===== src/rtl/imem_loader.sv =====
// Instruction memory with a streaming loader and a fixed one-cycle fetch port.
// The loader fills words from index 0 upward. Fetches are checked for
// alignment, range and load status. A faulted fetch returns a halt word.
module imem_loader #(
  parameter int unsigned        DATA_W    = 32,
  parameter int unsigned        DEPTH     = 64,
  parameter logic [DATA_W-1:0]  HALT_WORD = DATA_W'(32'h0000007F),
  localparam int unsigned       CNT_W     = $clog2(DEPTH) + 1
) (
  input  logic              clk,
  input  logic              rst_n,
  // Load stream
  input  logic              ld_start,
  input  logic              ld_valid,
  input  logic [DATA_W-1:0] ld_data,
  input  logic              ld_last,
  output logic              ld_ready,
  // Fetch port
  input  logic              req,
  input  logic [31:0]       pc,
  output logic              rsp_valid,
  output logic [DATA_W-1:0] inst,
  output logic              fault,
  output logic [1:0]        fault_cause,
  // Status
  output logic              mem_ready,
  output logic [CNT_W-1:0]  loaded_cnt,
  output logic              ovf
);

  localparam int unsigned AW = $clog2(DEPTH);

  typedef enum logic [1:0] {StEmpty, StLoad, StReady} state_e;

  state_e             state_q, state_d;
  logic [CNT_W-1:0]   ptr_q, ptr_d;
  logic               ovf_q, ovf_d;
  logic               wr_en;
  logic               full;

  logic [DATA_W-1:0]  mem [DEPTH];

  logic [29:0]        idx;
  logic               in_range;
  logic               is_loaded;
  logic [1:0]         cause;
  logic [DATA_W-1:0]  rd_word;

  logic               rsp_valid_q;
  logic [DATA_W-1:0]  inst_q;
  logic               fault_q;
  logic [1:0]         cause_q;

  // Load FSM next-state, write enable and ready.
  always_comb begin
    state_d  = state_q;
    ptr_d    = ptr_q;
    ovf_d    = ovf_q;
    wr_en    = 1'b0;
    full     = (ptr_q == CNT_W'(DEPTH));
    ld_ready = (state_q == StLoad) && !full;
    unique case (state_q)
      StEmpty, StReady: begin
        if (ld_start) begin
          state_d = StLoad;
          ptr_d   = '0;
          ovf_d   = 1'b0;
        end
      end
      StLoad: begin
        if (ld_start) begin
          // Restart wins over any word presented in the same cycle.
          ptr_d = '0;
          ovf_d = 1'b0;
        end else if (ld_valid) begin
          if (!full) begin
            wr_en = 1'b1;
            ptr_d = ptr_q + 1'b1;
          end else begin
            ovf_d = 1'b1;
          end
          if (ld_last) begin
            state_d = StReady;
          end
        end
      end
      default: state_d = StEmpty;
    endcase
  end

  // Load FSM state, pointer and sticky overflow.
  always_ff @(posedge clk or negedge rst_n) begin
    if (!rst_n) begin
      state_q <= StEmpty;
      ptr_q   <= '0;
      ovf_q   <= 1'b0;
    end else begin
      state_q <= state_d;
      ptr_q   <= ptr_d;
      ovf_q   <= ovf_d;
    end
  end

  // Storage array; contents survive reset but are gated by the loaded count.
  always_ff @(posedge clk) begin
    if (wr_en) begin
      mem[ptr_q[AW-1:0]] <= ld_data;
    end
  end

  // Fetch classification; uses the full word index so high pc bits cannot alias.
  always_comb begin
    idx       = pc[31:2];
    in_range  = (idx < 30'(DEPTH));
    is_loaded = (idx < {{(30 - CNT_W){1'b0}}, ptr_q});
    rd_word   = mem[idx[AW-1:0]];
    cause     = 2'b00;
    if (pc[1:0] != 2'b00) begin
      cause = 2'b01;
    end else if (!in_range) begin
      cause = 2'b10;
    end else if ((state_q != StReady) || !is_loaded) begin
      cause = 2'b11;
    end
  end

  // Response register; payload holds its value when no request is made.
  always_ff @(posedge clk or negedge rst_n) begin
    if (!rst_n) begin
      rsp_valid_q <= 1'b0;
      inst_q      <= '0;
      fault_q     <= 1'b0;
      cause_q     <= 2'b00;
    end else begin
      rsp_valid_q <= req;
      if (req) begin
        inst_q  <= (cause == 2'b00) ? rd_word : HALT_WORD;
        fault_q <= (cause != 2'b00);
        cause_q <= cause;
      end
    end
  end

  assign rsp_valid   = rsp_valid_q;
  assign inst        = inst_q;
  assign fault       = fault_q;
  assign fault_cause = cause_q;
  assign mem_ready   = (state_q == StReady);
  assign loaded_cnt  = ptr_q;
  assign ovf         = ovf_q;

endmodule


===== config.mk =====
export PLATFORM = sky130hd
export DESIGN_NAME = imem_loader
export DESIGN_NICKNAME = d
export VERILOG_FILES = /design/src/rtl/imem_loader.sv
export SDC_FILE = /design/constraint.sdc
export NUM_CORES = 2
export LEC_CHECK = 0
export ABC_AREA = 0
export CAP_MARGIN = 25
export CORE_UTILIZATION = 40
export DETAILED_ROUTE_END_ITERATION = 8
export SLEW_MARGIN = 0
export SYNTH_ARGS = -nofsm -noshare
export SYNTH_HDL_FRONTEND = slang
export SYNTH_SLANG_ARGS = --single-unit

===== constraint.sdc =====
create_clock -name clk -period 4.49 [get_ports clk]
set_input_delay 0.449 -clock clk [delete_from_list [all_inputs] [get_ports clk]]
set_output_delay 0.449 -clock clk [all_outputs]
set_load 0.05 [all_outputs]

---- Word-level counts from Yosys, hierarchy flattened ----
Memory sizes are Yosys's and may differ from the RTL's.
Index checks and enable logic that the tools add are counted.
operators by class
  $add $sub $neg .......................... 1
  $lt $le $gt $ge ......................... 2
  equal/unequal tests ..................... 11
  muxes and demuxes ....................... 25
  reduce and logical (&&, ||, !) cells .... 13
operator list
  operator             count
  $mux 32              1
  $lt 30x7->1          1
  $lt 30x7->1 const B  1
  $mux 7               4
  $mux 2               7
  $pmux 7 s2           1
  $reduce_and 4->1     3
  $mux 1               10
  $ne 2x2->1 const B   5
  $ne 3x3->1 const B   3
  $add 7x1->7 const B  1
  $eq 7x7->1 const B   1
  $reduce_bool 2->1    3
  $logic_not 2->1      2
  $pmux 2 s2           1
  $eq 2x1->1 const B   1
  $eq 2x2->1 const B   1
  $logic_not 1->1      2
  $pmux 1 s2           1
  $reduce_or 2->1      1
  $logic_and 1x1->1    1
  $logic_or 1x1->1     1
storage, ports and cells
  register bits after elaboration ......... 46
  memory bits (writable) .................. 2048
  bits of input ports ..................... 70
  output and inout bits ................... 46
  word-level logic and storage cells ...... 60
  memories kept ........................... 1
memories
  memory  depth  width  read ports  clocked after memory_dff  wr ports  RTL line  RTL
  mem     64     32     1           0                         1         41        logic [DATA_W-1:0] mem [DEPTH];

---- Depth between registers and ports, before layout ----
  depth after elaboration ................. 8
  gate-level depth with buffers ........... 11
  gate-level depth less buffers ........... 8

---- Worst setup path after synthesis ----
OpenSTA, ideal clock, no wires.
  path kind ............................... flip-flop to flip-flop
  start point ............................. reg ptr_q[3] (netlist: loaded_cnt[3])
  end point ............................... mem mem[62][0] (enable)
  setup time .............................. 0.421 ns
  data arrival time ....................... 3.469 ns
  required time ........................... 4.069 ns
  path slack .............................. 0.600 ns
  cell stages (with the launch flop) ...... 8
  path buffers ............................ 2
  clock period less this slack ............ 3.890 ns
  cells stage by stage .................... dfrtp_1 clkbuf_1 or3_1 buf_2 nor3_1 nor4_1 nand3_1 nor2_1
on the way
  word-level cells in the longest chain between the ends .. 7
ends and longest elaborated chain
  what                          RTL line  RTL
  start, declared               36        logic [CNT_W-1:0] ptr_q, ptr_d;
  start signal, assigned        99        ptr_q <= ptr_d;
  $eq 7x7->1                    60        full = (ptr_q == CNT_W'(DEPTH));
  $mux 1                        76        if (!full) begin
  $mux 1                        75        end else if (ld_valid) begin
  $mux 1                        71        if (ld_start) begin
  $mux 1                        62        unique case (state_q)
  $mux 1                        106       if (wr_en) begin
  $mux 1 (implied by the code)  107       mem[ptr_q[AW-1:0]] <= ld_data;
  end, declared                 41
Parallel ways exist; a longest one is shown, timed or not.

---- Worst setup path in the final report ----
  start point ............................. reg ptr_q[3] (netlist: loaded_cnt[3])
  end point ............................... mem mem[26][12] (enable)
Same word-level chain as after synthesis.

==> results <==
- The run finished, with violations left.
- The checks that failed: design-rule violations.
- STA classifies the critical path endpoint as a flop.
- The first-pass GRT wire length is 346500 um.
- Counting every net in the synthesized netlist gives 3862.
- Summed over all failing endpoints, the final setup total negative slack is 0 ns.
- On the critical path, the stage with the largest delay is an instance of nand2_1.
- Setup violations remaining at the end of the flow were counted as 0.
- The multi-input logic area is 0.01728 sq mm.
- The clock tree from TritonCTS is built.
- In this run the worst path has a maximum fanout of 15.
- The layout-stage area growth over the synthesis result is 16.43%.
- The minimum clock period is ~4.0 ns.
- The number of cells on the worst reg-to-reg path is 7.
- Clock latency on the worst-skew pair, taken at its later pin, is 0.88 ns.
- The top-level I/O count is 116.
- CTS saw 2094 sinks.
- In this run, distinct cell masters in the synthesized netlist total 74.
- The fraction of post-synthesis cell area in the top cell type by area is 0.7627.
- The maximum frequency from static timing analysis is 0.2483 GHz.
- The count of warnings emitted by yosys is 0.
- The share of cells above drive strength 1 is 0.2482.
- Of the synthesized area, sequential elements account for 0.7769.
- The biggest cell delay along the critical path is 0.76 ns.
- On the critical path the largest part of the delay comes from simple AND/OR/NAND/NOR gates.
- The number of iterations in the first detailed-routing pass is 9.
- At the worst endpoint, the arrival time is roughly 4.5 ns.
- Sorting the synthesized cells by area gives the leading types as edfxtp_1, mux4_2, mux2i_1.
- The detailed router finished its first iteration with between 6000 and 7000 violations.
- Prior to clock tree synthesis, the placed netlist has a worst setup slack of 0.4361 ns.
- Summed over all layers, the global routing overflow is 0.
- The footprint of the flip-flops and latches is around 0.063 sq mm.
- The netlist area before placement is 0.08064 sq mm.
- The gate count after technology mapping is 3784.
- Setup repair after global routing left no endpoint under its margin.
- In this run the horizontal extent of the chip is ~450 um.
- The layout filler cell count is approximately 16000.
- After clock tree synthesis, the repair step resized 0 gates.
- The number of global-route vias before repair is 41770.
- Entering global routing, the biggest net connects 77 pins.
- The post-synthesis average cell area is around 21 sq um.
- The starting density of the core is 0.4031.
- The initial antenna violation count came to 7.
- The part of the cycle the worst path needs is 0.8971.
- The floorplan has 164 rows.
- The utilization after layout is 0.4693.
- After the last flow step, the layout net total stands at 4241.
- The count of buffers added by post-CTS timing repair for setup is 0.
- The count of buffers inserted at the top-level ports is 115.
- The max-slew violation total from the final report is 0.
- The die is 451.0 um tall.
- The synthesized design spends more area on one cell type than any other, namely edfxtp_1.
- TritonCTS created 207 clock buffers.
- The critical path required time is 4.99 ns.
- The measured slew at the worst slew-check pin is 1.061 ns.
- The number of maximum-capacitance violations is 0.
- The most prevalent standard cell on the critical path is buf_4.
- In the final routed layout, each cell accounts on average for 36.23 um.
- Clock-pin slew was measured on the worst setup and hold paths at 0.06 ns.
- The cell area after placement is 0.08669 sq mm.
- The number of buffers and inverters on the critical path is 2.
- The number of antenna-violating nets in the routed design is 0.
- The number of buffers between clock root and the deepest sink is 3.
- The number of vias per cell after detailed routing is between 6 and 7.
- The detailed-placement wirelength estimate is 144200 um.
- After clock tree synthesis, the flow added hold-fix buffers numbering 5.
- Across all setup checks in the final design, the least slack found is 0.4618 ns.
- Counting flops with an async set or reset pin after synthesis yields a share of 0.02197.
- Counting instances, the worst hold path has a depth of 1.
- Detailed routing inserted a total of about 43000 vias.
- For this run, the total global-route usage over all layers was measured as 0.2480.
- The number of cells on the critical path is 7.
- The core region is 0.2001 sq mm.
- The critical path goes through or3_1, buf_4, nor3_1, nor4_1, nand2_1, nor2_4, buf_4.
- The remaining design rule violation count is 6.
- Counting flops with a built-in enable in the synthesized netlist gives 2048.
- The launching element type of the critical path is a flop.
- The die covers 0.2034 sq mm.
- The largest clock skew in the final design is 0.04534 ns.
- The tree is rooted in a clkbuf_16.
- By startpoint and endpoint, the worst setup path is classified as reg -> reg.
- The H-tree depth is 4.
- Among all flip-flop cells after synthesis, the most frequent one is edfxtp_1.
- The global placer's final weighted congestion is ~0.82.
- After routing the design area is 0.09388 sq mm.
- By count the netlist is led by edfxtp_1, mux4_2, mux2i_1.
- The leakage power of the design is just under 30 nW.
- The max-slew headroom at the worst pin is 0.2741.
- The count of endpoints failing hold in the final timing report was 0.
- Among all cell types in the netlist, the one instantiated most often is edfxtp_1.
- The maximum vdd ir drop is around 320 uV.
- The number of register bits inferred by synthesis is 2094.
- In this run the power density over the cells is 428.8 mW/mm^2.
- The path class of the tightest hold or removal check is in -> reg.
- The final wirelength is 253900 um.
routing by layer:
metal | wire, um | part of all wire | GRT usage | vias to the layer above
met2 | 121100 | 0.48 | 0.3959 | 2497
li1 | - | - | - | 16770
met3 | 23780 | 0.094 | 0.04713 | 499
met4 | 10840 | 0.043 | 0.09853 | 2
met5 | 13 | 0.000051 | 0 | -
met1 | 98220 | 0.39 | 0.3360 | 23170
power by group:
group | total, mW | switching [mW] | internal (mW)
Clock | 16.7 | 7.45 | 9.30
Combinational | 2.03 | 1.29 | 0.731
Sequential | 21.5 | 0.0142 | 21.5
path summary, 6_finish.rpt:
path | start | endpoint | slack, ns
max reg2reg | loaded_cnt[3] | mem[26][12] | 0.46
min reg2reg | fault_cause[1] | fault_cause[1] | 0.49
min | ld_data[28] | mem[38][28] | 0.02
min in group asynchronous | rst_n | fault_cause[1] | 0.06
max | loaded_cnt[3] | mem[26][12] | 0.46
max in group asynchronous | rst_n | fault | 3.21
final cells by class:
cell class | count | area share
Tap cell | 2656 | 0.03540
Inverter | 16 | 0.0006397
Sequential cell | 2094 | 0.6673
Clock buffer | 299 | 0.06110
Timing Repair Buffer | 369 | 0.04309
Antenna cell | 8 | 0.0002132
Clock inverter | 91 | 0.008183
Multi-Input combinational cell | 1475 | 0.1841
cells by family (layout without fill, tap and decap cells):
logic type,Yosys count,after routing,synth area share
compound gates,400,400,0.03561
xor+xnor,4,4,0.0004344
fa+ha+maj,8,8,0.001241
buf+inv,215,775,0.01516
flops,2094,2094,0.7769
mux,657,657,0.1473
other cells,0,8,0
simple gates,406,406,0.02337
placed cells by master (no fill, tap or decap), types with 9 or more instances in the layout:
| cell | synthesis | final |
|---|---|---|
| nor4_1 | 11 | 11 |
| mux2_2 | 24 | 24 |
| a211oi_1 | 21 | 21 |
| a22o_1 | 17 | 17 |
| a22oi_1 | 90 | 90 |
| a2111oi_0 | 9 | 9 |
| clkinv_2 | 0 | 21 |
| o22ai_1 | 53 | 53 |
| nand2_1 | 102 | 102 |
| dlygate4sd3_1 | 0 | 20 |
| o2bb2ai_1 | 11 | 11 |
| nor2_4 | 0 | 65 |
| buf_2 | 77 | 35 |
| o21ai_0 | 20 | 20 |
| edfxtp_1 | 2048 | 2048 |
| mux2i_1 | 212 | 212 |
| o221ai_1 | 15 | 15 |
| inv_1 | 13 | 9 |
| clkbuf_1 | 48 | 72 |
| nor2b_1 | 27 | 22 |
| clkbuf_16 | 0 | 208 |
| o211ai_1 | 11 | 11 |
| a21oi_1 | 55 | 55 |
| a31oi_1 | 23 | 23 |
| nand3_1 | 68 | 68 |
| nor2_1 | 128 | 61 |
| clkdlybuf4s50_1 | 0 | 75 |
| clkbuf_8 | 0 | 19 |
| nor3_1 | 11 | 11 |
| dfrtp_1 | 46 | 46 |
| clkinv_1 | 2 | 46 |
| buf_12 | 0 | 84 |
| buf_4 | 37 | 148 |
| o21ai_1 | 9 | 9 |
| a221oi_1 | 14 | 14 |
| mux4_2 | 421 | 421 |
| nand4_1 | 23 | 23 |
flip-flops by register name (all words and copies together), names as in the netlist:
register	cells
fault_cause	2
state_q	2
fault	1
ovf	1
mem	2048
rsp_valid	1
inst	32
loaded_cnt	7
metrics by stage:
stage / hold WS (ns) / total power [mW] / cells
2_1_floorplan: 0.1534 / 22.95 / 3784
3_3_place_gp: 0.4042 / 23.83 / 6555
3_5_place_dp: 0.4065 / 23.86 / 6567
4_1_cts: 0.003773 / 40.35 / 6962
5_1_grt: 0.008981 / 41.20 / 7002
6_report: 0.02399 / 40.26 / 7008
Power figures use the tool's default switching activity.
